`src/rtl/processor_status_register_if.sv`:
```
// Bus bundle between the ALU/decoder side and the 6502 status register (P).
interface processor_status_register_if;
    logic [7:0] i_db;
    logic       i_acr;
    logic       i_avr;
    logic       i_ir5;
    logic       i_db0_c;
    logic       i_ir5_c;
    logic       i_acr_c;
    logic       i_db1_z;
    logic       i_dbz_z;
    logic       i_db2_i;
    logic       i_ir5_i;
    logic       i_1_i;
    logic       i_db3_d;
    logic       i_ir5_d;
    logic       i_db6_v;
    logic       i_avr_v;
    logic       i_0_v;
    logic       i_db7_n;
    logic       i_p_db;
    logic       i_brk;
    logic [7:0] o_p;
    logic [7:0] o_db;
    logic       o_irq_mask;

    modport master (
        output i_db, i_acr, i_avr, i_ir5,
        output i_db0_c, i_ir5_c, i_acr_c, i_db1_z, i_dbz_z,
        output i_db2_i, i_ir5_i, i_1_i, i_db3_d, i_ir5_d,
        output i_db6_v, i_avr_v, i_0_v, i_db7_n, i_p_db, i_brk,
        input  o_p, o_db, o_irq_mask
    );

    modport slave (
        input  i_db, i_acr, i_avr, i_ir5,
        input  i_db0_c, i_ir5_c, i_acr_c, i_db1_z, i_dbz_z,
        input  i_db2_i, i_ir5_i, i_1_i, i_db3_d, i_ir5_d,
        input  i_db6_v, i_avr_v, i_0_v, i_db7_n, i_p_db, i_brk,
        output o_p, o_db, o_irq_mask
    );
endinterface

```
`src/rtl/processor_status_register.sv`:
```
// 6502 processor status register (P), updated on the falling edge of i_clk.
// Optional macro STATUS_IRQ_DELAY_EN: IRQ mask lags I by one cycle via a shadow register.
module processor_status_register #(
    parameter logic [7:0] RESET_P = 8'h34
) (
    input  logic                          i_clk,
    input  logic                          i_reset,
    processor_status_register_if.slave    bus
);

    logic c_q, z_q, i_q, d_q, v_q, n_q;
    logic c_d, z_d, i_d, d_d, v_d, n_d;

    // Per-flag select priority; a flag holds when none of its selects is active.
    always_comb begin
        c_d = c_q;
        z_d = z_q;
        i_d = i_q;
        d_d = d_q;
        v_d = v_q;
        n_d = n_q;

        if (bus.i_db0_c)      c_d = bus.i_db[0];
        else if (bus.i_ir5_c) c_d = bus.i_ir5;
        else if (bus.i_acr_c) c_d = bus.i_acr;

        if (bus.i_db1_z)      z_d = bus.i_db[1];
        else if (bus.i_dbz_z) z_d = (bus.i_db == 8'h00);

        if (bus.i_1_i)        i_d = 1'b1;
        else if (bus.i_db2_i) i_d = bus.i_db[2];
        else if (bus.i_ir5_i) i_d = bus.i_ir5;

        if (bus.i_db3_d)      d_d = bus.i_db[3];
        else if (bus.i_ir5_d) d_d = bus.i_ir5;

        if (bus.i_db6_v)      v_d = bus.i_db[6];
        else if (bus.i_avr_v) v_d = bus.i_avr;
        else if (bus.i_0_v)   v_d = 1'b0;

        if (bus.i_db7_n)      n_d = bus.i_db[7];
    end

    always_ff @(negedge i_clk or posedge i_reset) begin
        if (i_reset) begin
            c_q <= RESET_P[0];
            z_q <= RESET_P[1];
            i_q <= RESET_P[2];
            d_q <= RESET_P[3];
            v_q <= RESET_P[6];
            n_q <= RESET_P[7];
        end else begin
            c_q <= c_d;
            z_q <= z_d;
            i_q <= i_d;
            d_q <= d_d;
            v_q <= v_d;
            n_q <= n_d;
        end
    end

    // Bits 5 and 4 are not storage: they always read back as 1.
    assign bus.o_p  = {n_q, v_q, 1'b1, 1'b1, d_q, i_q, z_q, c_q};
    assign bus.o_db = bus.i_p_db ? {n_q, v_q, 1'b1, bus.i_brk, d_q, i_q, z_q, c_q} : 8'hFF;

`ifdef STATUS_IRQ_DELAY_EN
    logic irq_mask_q;

    // Shadow copy of I gives the one-instruction CLI/SEI/PLP latency.
    always_ff @(negedge i_clk or posedge i_reset) begin
        if (i_reset) irq_mask_q <= 1'b1;
        else         irq_mask_q <= i_q;
    end

    assign bus.o_irq_mask = irq_mask_q;
`else
    assign bus.o_irq_mask = i_q;
`endif

endmodule

```
`src/flat_wrapper.sv`:
```
// flat-port wrapper written by rule: the top's interface ports become plain ports
module processor_status_register_flat 
#(
    parameter logic [7:0] RESET_P = 8'h34
)
  (i_clk, i_reset, bus_i_db, bus_i_acr, bus_i_avr, bus_i_ir5, bus_i_db0_c, bus_i_ir5_c, bus_i_acr_c, bus_i_db1_z, bus_i_dbz_z, bus_i_db2_i, bus_i_ir5_i, bus_i_1_i, bus_i_db3_d, bus_i_ir5_d, bus_i_db6_v, bus_i_avr_v, bus_i_0_v, bus_i_db7_n, bus_i_p_db, bus_i_brk, bus_o_p, bus_o_db, bus_o_irq_mask);
  processor_status_register_if bus_i ();
  input  logic i_clk;
  input  logic i_reset;
  input wire logic [$bits(bus_i.i_db)-1:0] bus_i_db;
  input wire logic [$bits(bus_i.i_acr)-1:0] bus_i_acr;
  input wire logic [$bits(bus_i.i_avr)-1:0] bus_i_avr;
  input wire logic [$bits(bus_i.i_ir5)-1:0] bus_i_ir5;
  input wire logic [$bits(bus_i.i_db0_c)-1:0] bus_i_db0_c;
  input wire logic [$bits(bus_i.i_ir5_c)-1:0] bus_i_ir5_c;
  input wire logic [$bits(bus_i.i_acr_c)-1:0] bus_i_acr_c;
  input wire logic [$bits(bus_i.i_db1_z)-1:0] bus_i_db1_z;
  input wire logic [$bits(bus_i.i_dbz_z)-1:0] bus_i_dbz_z;
  input wire logic [$bits(bus_i.i_db2_i)-1:0] bus_i_db2_i;
  input wire logic [$bits(bus_i.i_ir5_i)-1:0] bus_i_ir5_i;
  input wire logic [$bits(bus_i.i_1_i)-1:0] bus_i_1_i;
  input wire logic [$bits(bus_i.i_db3_d)-1:0] bus_i_db3_d;
  input wire logic [$bits(bus_i.i_ir5_d)-1:0] bus_i_ir5_d;
  input wire logic [$bits(bus_i.i_db6_v)-1:0] bus_i_db6_v;
  input wire logic [$bits(bus_i.i_avr_v)-1:0] bus_i_avr_v;
  input wire logic [$bits(bus_i.i_0_v)-1:0] bus_i_0_v;
  input wire logic [$bits(bus_i.i_db7_n)-1:0] bus_i_db7_n;
  input wire logic [$bits(bus_i.i_p_db)-1:0] bus_i_p_db;
  input wire logic [$bits(bus_i.i_brk)-1:0] bus_i_brk;
  output wire logic [$bits(bus_i.o_p)-1:0] bus_o_p;
  output wire logic [$bits(bus_i.o_db)-1:0] bus_o_db;
  output wire logic [$bits(bus_i.o_irq_mask)-1:0] bus_o_irq_mask;
  assign bus_i.i_db = bus_i_db;
  assign bus_i.i_acr = bus_i_acr;
  assign bus_i.i_avr = bus_i_avr;
  assign bus_i.i_ir5 = bus_i_ir5;
  assign bus_i.i_db0_c = bus_i_db0_c;
  assign bus_i.i_ir5_c = bus_i_ir5_c;
  assign bus_i.i_acr_c = bus_i_acr_c;
  assign bus_i.i_db1_z = bus_i_db1_z;
  assign bus_i.i_dbz_z = bus_i_dbz_z;
  assign bus_i.i_db2_i = bus_i_db2_i;
  assign bus_i.i_ir5_i = bus_i_ir5_i;
  assign bus_i.i_1_i = bus_i_1_i;
  assign bus_i.i_db3_d = bus_i_db3_d;
  assign bus_i.i_ir5_d = bus_i_ir5_d;
  assign bus_i.i_db6_v = bus_i_db6_v;
  assign bus_i.i_avr_v = bus_i_avr_v;
  assign bus_i.i_0_v = bus_i_0_v;
  assign bus_i.i_db7_n = bus_i_db7_n;
  assign bus_i.i_p_db = bus_i_p_db;
  assign bus_i.i_brk = bus_i_brk;
  assign bus_o_p = bus_i.o_p;
  assign bus_o_db = bus_i.o_db;
  assign bus_o_irq_mask = bus_i.o_irq_mask;
  processor_status_register #(.RESET_P(RESET_P)) u_core (.i_clk(i_clk), .i_reset(i_reset), .bus(bus_i));
endmodule
```
`config.mk`:
```
export PLATFORM = sky130hd
export DESIGN_NAME = processor_status_register_flat
export DESIGN_NICKNAME = d
export VERILOG_FILES = /design/src/rtl/processor_status_register_if.sv /design/src/rtl/processor_status_register.sv /design/src/flat_wrapper.sv
export SDC_FILE = /design/constraint.sdc
export NUM_CORES = 1
export LEC_CHECK = 0
export ABC_CLOCK_PERIOD_IN_PS = 1800
export CAP_MARGIN = 20
export CORE_MARGIN = 3
export CORE_UTILIZATION = 29
export CTS_CLUSTER_SIZE = 20
export DETAILED_ROUTE_END_ITERATION = 16
export PLACE_DENSITY = 0.86
export REMOVE_ABC_BUFFERS = 1
export SYNTH_ARGS = -nofsm -noshare
export SYNTH_HDL_FRONTEND = slang
export SYNTH_SLANG_ARGS = --single-unit
```
`constraint.sdc`:
```
create_clock -name i_clk -period 1.8 [get_ports i_clk]
set_input_delay 0.27 -clock i_clk [delete_from_list [all_inputs] [get_ports i_clk]]
set_output_delay 0.27 -clock i_clk [all_outputs]
set_load 0.005 [all_outputs]
```
==> results.toml <==
[final_layout]
antenna_cells = 0
fillers = 136
drive_gt1_frac = 0.424
multi_input_area_um2 = 229
fin_area_um2 = 837
final_cells = 107
seq_area_um2 = 151
area_growth_pct = 93.4
layout.nets = 122

[detailed_routing]
post_drt_via_cell_ratio = 4.33
final_antenna_net_count = 0
num_vias = 463
firstDrtPassIters = 3
wire_per_inst_um = 11.9
routed_wl_mm = 1.28
drcViolationCount = 0
drt_iter0_drc = 3

[clocking]
cts-root-buf = "clkbuf_4"
clk_latency_ns = 0.30
cts.sinks = 6
cts_buffer_depth = 2
postCtsHoldBufs = 0
cts_made_buffers = 3
cts_max_level = 1
clkTransAtPathRegs_ns = 0.04
cts_tree = "built"

[sta]
finClkSkew_ns = 0
hold_ws_ns = 0.533
rsz0062_at_grt = "true"
timing.final.hold_violations = 0
setup_violations = 14
setup_tns_ns = -3.30
slew_violations = 0
setup_ws_ns = -0.404

[synth]
yosysWarnings = 0
synth_fa_ha_area_frac = 0
yosysUniqueCellTypes = 15
syn_inst = 45
synthSimpleGateAreaFrac = 0.225
synth_top_area_frac = 0.289
synth_seq_cells = 6
synth.avg_cell_area_um2 = 9.62
synth_xor_area_frac = 0
yosysTopAreaCell = "dfrtn_1"
synth_seq_area_share = 0.350
synthMuxAreaShare = 0.147
synth_top_family_by_area = "simple AND/OR/NAND/NOR gates"
synth_compound_area_frac = 0.0954
netlist_area_um2 = 433
synth.area.top_cells = "dfrtn_1 29%, buf_4 16%, nand2b_1 12%, mux2_2 7.8%, mux2i_1 6.9%"

[worst_setup_path]
slowest_delay_ns = 0.53
cp.arrival_ns = 1.93
critical_path_class = "reg2out"
cp_num_buf_inv = 1
worst_path_max_delay_cell = "dfstp_2"
path_cells = "nand2b_1 > buf_2"
cp.required_ns = 1.53
endpoint_kind = "output port"
crit_path_start_kind = "flip-flop"
critPathMaxFanout = 4
path_delay_family = "flip-flops"

[placement]
detailed_place_hpwl_mm = 1.03
placed_area_um2 = 835
portBuffers = 42
place_congestion = 0.695
dpl.cell_count = 98

[die]
ios = 46
dieArea_mm2 = 0.00199
start_util = 0.321
rows = 13
die_h_um = 44.6
core-area_mm2 = 0.00135
die_x_um = 44.6

[global_routing]
grt_pass1_vias = 456
grt_busiest_layer = "met2"
use_met1 = 0.128
grt_usage = 0.135
met3_usage = 0.0569
grt_use_met2 = 0.249
grt_max_degree = 8
antenna_found_initial = 0
globalRoute.totalOverflow = 0
grt_first_pass_wirelength_mm = 1.91

[job]
max-cap-violations = 0

[outcome]
status = "complete, but fails checks"
violations = "negative setup slack"

[pwr]
power_density_mw_per_mm2 = 540
max-vdd-ir-drop_uv = 403
leakage_uw = 0.000437

[worst_hold_path]
hold_class = "reg2reg"
## cell families after synthesis
group	count (synthesis)
and+or+nand+nor	15
buffers and inverters	11
AOI/OAI and AO/OA	6
muxes	6
DFF	6
other	1
## final cells by class
type | instances | area share
timing repair buffer | 50 | 0.483
multi-input combinational | 30 | 0.274
clock buffer | 4 | 0.0314
inverter | 1 | 0.00448
clock inverter | 1 | 0.00448
sequential | 6 | 0.181
tap | 15 | 0.0224
## layer usage
metal / routed length, um / part of all wire
met5: 0 / 0
met4: 0 / 0
met3: 142 / 0.11
met2: 688 / 0.54
met1: 444 / 0.35
## worst min-delay path, delay by kind of cell, from the launching register on
kind	cells	cell delay [ns]
multiplexers	1	0.08
AO/OA/AOI/OAI	1	0.12
flip-flops	1	0.41
## report_power, final
| group | switching, uW | leakage, uW | internal [uW] |
|---|---|---|---|
| clock | 55.2 | 0.0000203 | 87.1 |
| combinational | 48.1 | 0.000345 | 104 |
| sequential | 8.22 | 0.0000712 | 150 |
## what timing repair did
item	CTS	global route
hold endpoints to repair	0	0
resized for setup	91	11
buffers inserted	3	2
endpoints found under the setup margin	19	17
pin swaps	6	4
gates cloned	0	0
## state kept, by name, indices dropped and copies added, names as in the netlist
name / flops
u_core.n_q: 1
u_core.c_q: 1
u_core.z_q: 1
u_core.v_q: 1
u_core.d_q: 1
u_core.bus.o_irq_mask: 1
## Yosys cell counts
library cell  n
buf_4         9
or4_4         1
mux2_2        3
o41ai_2       1
dfrtn_1       5
dfstp_2       1
inv_1         2
nand2_1       3
a21oi_1       2
nand2b_1      8
mux2i_1       3
or4b_1        1
nor3b_1       2
o21ai_0       3
conb_1        1
## layout by cell type (no fill, tap or decap), drive strengths merged, types with 3 or more instances in the layout
| cell type | instances |
|---|---|
| nand2 | 3 |
| mux2i | 3 |
| conb | 3 |
| nand2b | 8 |
| clkbuf | 7 |
| clkdlybuf4s50 | 12 |
| dlymetal6s2s | 3 |
| mux2 | 3 |
| o21ai | 3 |
| dlygate4sd2 | 4 |
| buf | 26 |
| dfrtn | 5 |
## stage by stage
stage / total power, uW / utilization / setup WS (ns)
global placement: 325 / 0.618 / -0.601
floorplan: 203 / - / -0.158
global route: 487 / 0.620 / -0.457
finish: 452 / 0.620 / -0.404
CTS: 453 / 0.609 / -0.411
detailed placement: 329 / 0.618 / -0.622
## path summary, 6_finish.rpt
| check | to | start | slack (ns) | cells past startpoint |
|---|---|---|---|---|
| hold / removal | u_core.d_q | u_core.d_q | 0.53 | 2 |
| setup / recovery | bus_o_db[2] | u_core.bus.o_irq_mask | -0.40 | 2 |
| min in group asynchronous | u_core.n_q | i_reset | 0.99 | 2 |
| hold reg to reg | u_core.d_q | u_core.d_q | 0.53 | 2 |
| max in group asynchronous | u_core.z_q | i_reset | 0.51 | 3 |
| setup reg to reg | u_core.c_q | u_core.c_q | 0.66 | 4 |
Power figures use the tool's default switching activity.
==> RTL edit, RTL diff (same settings) <==
Build with the macro `STATUS_IRQ_DELAY_EN` defined.
--- a/src/rtl/processor_status_register.sv
+++ b/src/rtl/processor_status_register.sv
@@ -1,5 +1,7 @@
 // 6502 processor status register (P), updated on the falling edge of i_clk.
 // Optional macro STATUS_IRQ_DELAY_EN: IRQ mask lags I by one cycle via a shadow register.
+`define STATUS_IRQ_DELAY_EN
+
 module processor_status_register #(
     parameter logic [7:0] RESET_P = 8'h34
 ) (
Function: changed (Yosys sat finds a counterexample within 4 cycles, from zero or initial values and one cycle with i_reset high).
==> RTL edit against the unedited design <==
The run still ends with negative setup slack left. Hold slack lost 160 ps. Total power grew 9.5%. Sequential cell count up 1. Via count is 1.9% higher. Routed wire length grew 5.6%. Synthesized area rose by 5.8%. Cell area grew 4.5%. Worst setup slack worse by 18 ps. Clock power increased by 12%. Critical endpoint unchanged.
==> RTL edit: results (changes against the unedited design) <==
The run finished, with violations left. Failing checks: negative setup slack (unchanged). The final net count came out at 123 (was 122). Largest cells by area after synthesis: sky130_fd_sc_hd__dfrtn_1 27%, sky130_fd_sc_hd__buf_4 15%, sky130_fd_sc_hd__dfstp_2 11% (was sky130_fd_sc_hd__dfrtn_1 29%, sky130_fd_sc_hd__buf_4 16%, sky130_fd_sc_hd__nand2b_1 12%).

Fraction of layout cells with a size suffix above 1: 33.3% (was 42.4%). The number of warning messages in the yosys log was 0 (unchanged); the number of CTS-inserted buffers was 3 (unchanged). The number of buffers on the longest clock path came out at 2 (unchanged).

The number of failing setup endpoints in the final timing report was 14 (unchanged). The tools report the worst hold path endpoint as u_core.bus.o_irq_mask (was u_core.d_q). The startpoint of the lowest-slack register-to-register path was u_core.c_q (unchanged).

The tools report the internal cell power as 0.368 mW (was 0.340 mW). The last element of the critical path was bus_o_db[2] (unchanged). The run gives 1350 µm (was 1280 µm) as the detailed-route wire length. The total routing usage reported by global routing was 13.7% (was 13.5%); the clock skew was 2.56 ps (was 0 ps).

Reg-to-reg critical path endpoint: u_core.c_q (unchanged). Source of the worst hold timing path: u_core.i_q (was u_core.d_q). The kind of cell with the highest combined delay on the critical path was flip-flops (unchanged). Origin of the worst setup path: u_core.i_q (was u_core.bus.o_irq_mask). Most used standard cells in the synthesized netlist: 9 x sky130_fd_sc_hd__buf_4, 8 x sky130_fd_sc_hd__nand2b_1, 5 x sky130_fd_sc_hd__dfrtn_1 (unchanged). The class of the worst hold path was reg2reg (unchanged).

The tools report the global-route track usage on met3 as 6.32% (was 5.69%). The worst setup slack after layout was -422 ps (was -404 ps). The cell depth of the worst hold path is 0 (was 2), and the met2 routing resource usage after global routing is 25.9% (was 24.9%).

Data arrival time of the worst path: 1950 ps (was 1930 ps). The run gives 1130 µm (was 1030 µm) as the final HPWL from detailed placement. For the worst-skew pair, the clock arrives at the later sink with an insertion delay of 310 ps. The count of port buffers added during placement was 42 (unchanged).

The tools report the cell at the root of the clock tree as sky130_fd_sc_hd__clkbuf_4 (unchanged). The largest driver fanout on the critical path works out to 4 (unchanged). The met1 capacity usage during global routing is 12.3% (was 12.8%), and the final antenna diode count is 0 (unchanged). Final worst hold slack: 376 ps (was 533 ps).

The setup slack of the worst register-to-register path was 780 ps (was 660 ps); the final setup TNS was -3430 ps (was -3300 ps). The worst voltage drop across the vdd grid was 327 µV (was 403 µV); the detailed-routing iteration count for the pre-antenna-repair pass was 3 (unchanged). For the first-pass GRT wire length, the log shows 1960 µm (was 1910 µm). The logs give 0.455 nW (was 0.437 nW) for the standby leakage power and 472 (was 463) for the total via count after detailed routing. For the H-tree level count, the log shows 1 (unchanged). The number of DRC violations after detailed-routing iteration 0 is 5 (was 3).

The share of synthesized area occupied by flip-flops and latches came out at 38.8% (was 35.0%). The depth of the worst register-to-register path works out to 3 (was 4). Distinct cell type count after synthesis: 15 (unchanged).

The run gives 0 (unchanged) as the number of antenna violations at the first check in global routing. The weighted congestion at the end of routability-driven global placement is 0.629 (was 0.695).
-- RTL edit: area by class of cell --
| cell class | instances | area, µm² |
|---|---|---|
| sequential | 7 | 178 |
| fill | 133 | 508 |
| multi-input combinational | 30 | 224 |
| tap | 15 | 18.8 |
| timing repair buffer | 48 | 413 |
| inverter | 2 | 7.51 |
| clock inverter | 2 | 7.51 |
| clock buffer | 4 | 26.3 |
-- RTL edit: power groups by stage --
stage          Combinational (mW)  Sequential, mW  Clock [mW]
4_1_cts                     0.147           0.184       0.166
6_report                    0.152           0.184       0.159
3_5_place_dp                0.165           0.186      0.0104
2_1_floorplan              0.0363           0.186      0.0104
5_1_grt                     0.165           0.186       0.180
3_3_place_gp                0.162           0.185      0.0104
-- RTL edit: layer usage --
metal | vias up | routed length [µm]
li1 | 235 | -
met1 | 207 | 448
met2 | 28 | 698
met3 | 2 | 189
met4 | 0 | 10
met5 | - | 0
-- RTL edit: timing repair --
item                                    4_1_cts  5_1_grt
setup buffers                                 2        1
endpoints found under the setup margin       17       17
hold buffers                                  0        0
hold endpoints to repair                      0        0
resized for setup                            77        7
pin swaps                                     2        1
-- RTL edit: logic make-up (layout without fill, tap and decap cells) --
logic type | after synthesis | count (layout) | share of synthesized area [%]
DFF | 7 | 7 | 38.8
buffers and inverters | 12 | 56 | 17.2
and+or+nand+nor | 15 | 15 | 21.9
AOI/OAI and AO/OA | 6 | 6 | 7.38
other | 1 | 3 | 0.819
muxes | 6 | 6 | 13.9
-- RTL edit: metrics by stage --
| step | setup WS, ps | cells | cell area (µm²) |
|---|---|---|---|
| detailed placement | -588 | 100 | 860 |
| global route | -479 | 108 | 875 |
| floorplan | -8.59 | 40 | 398 |
| finish | -422 | 108 | 875 |
| CTS | -434 | 107 | 842 |
| global placement | -502 | 100 | 860 |
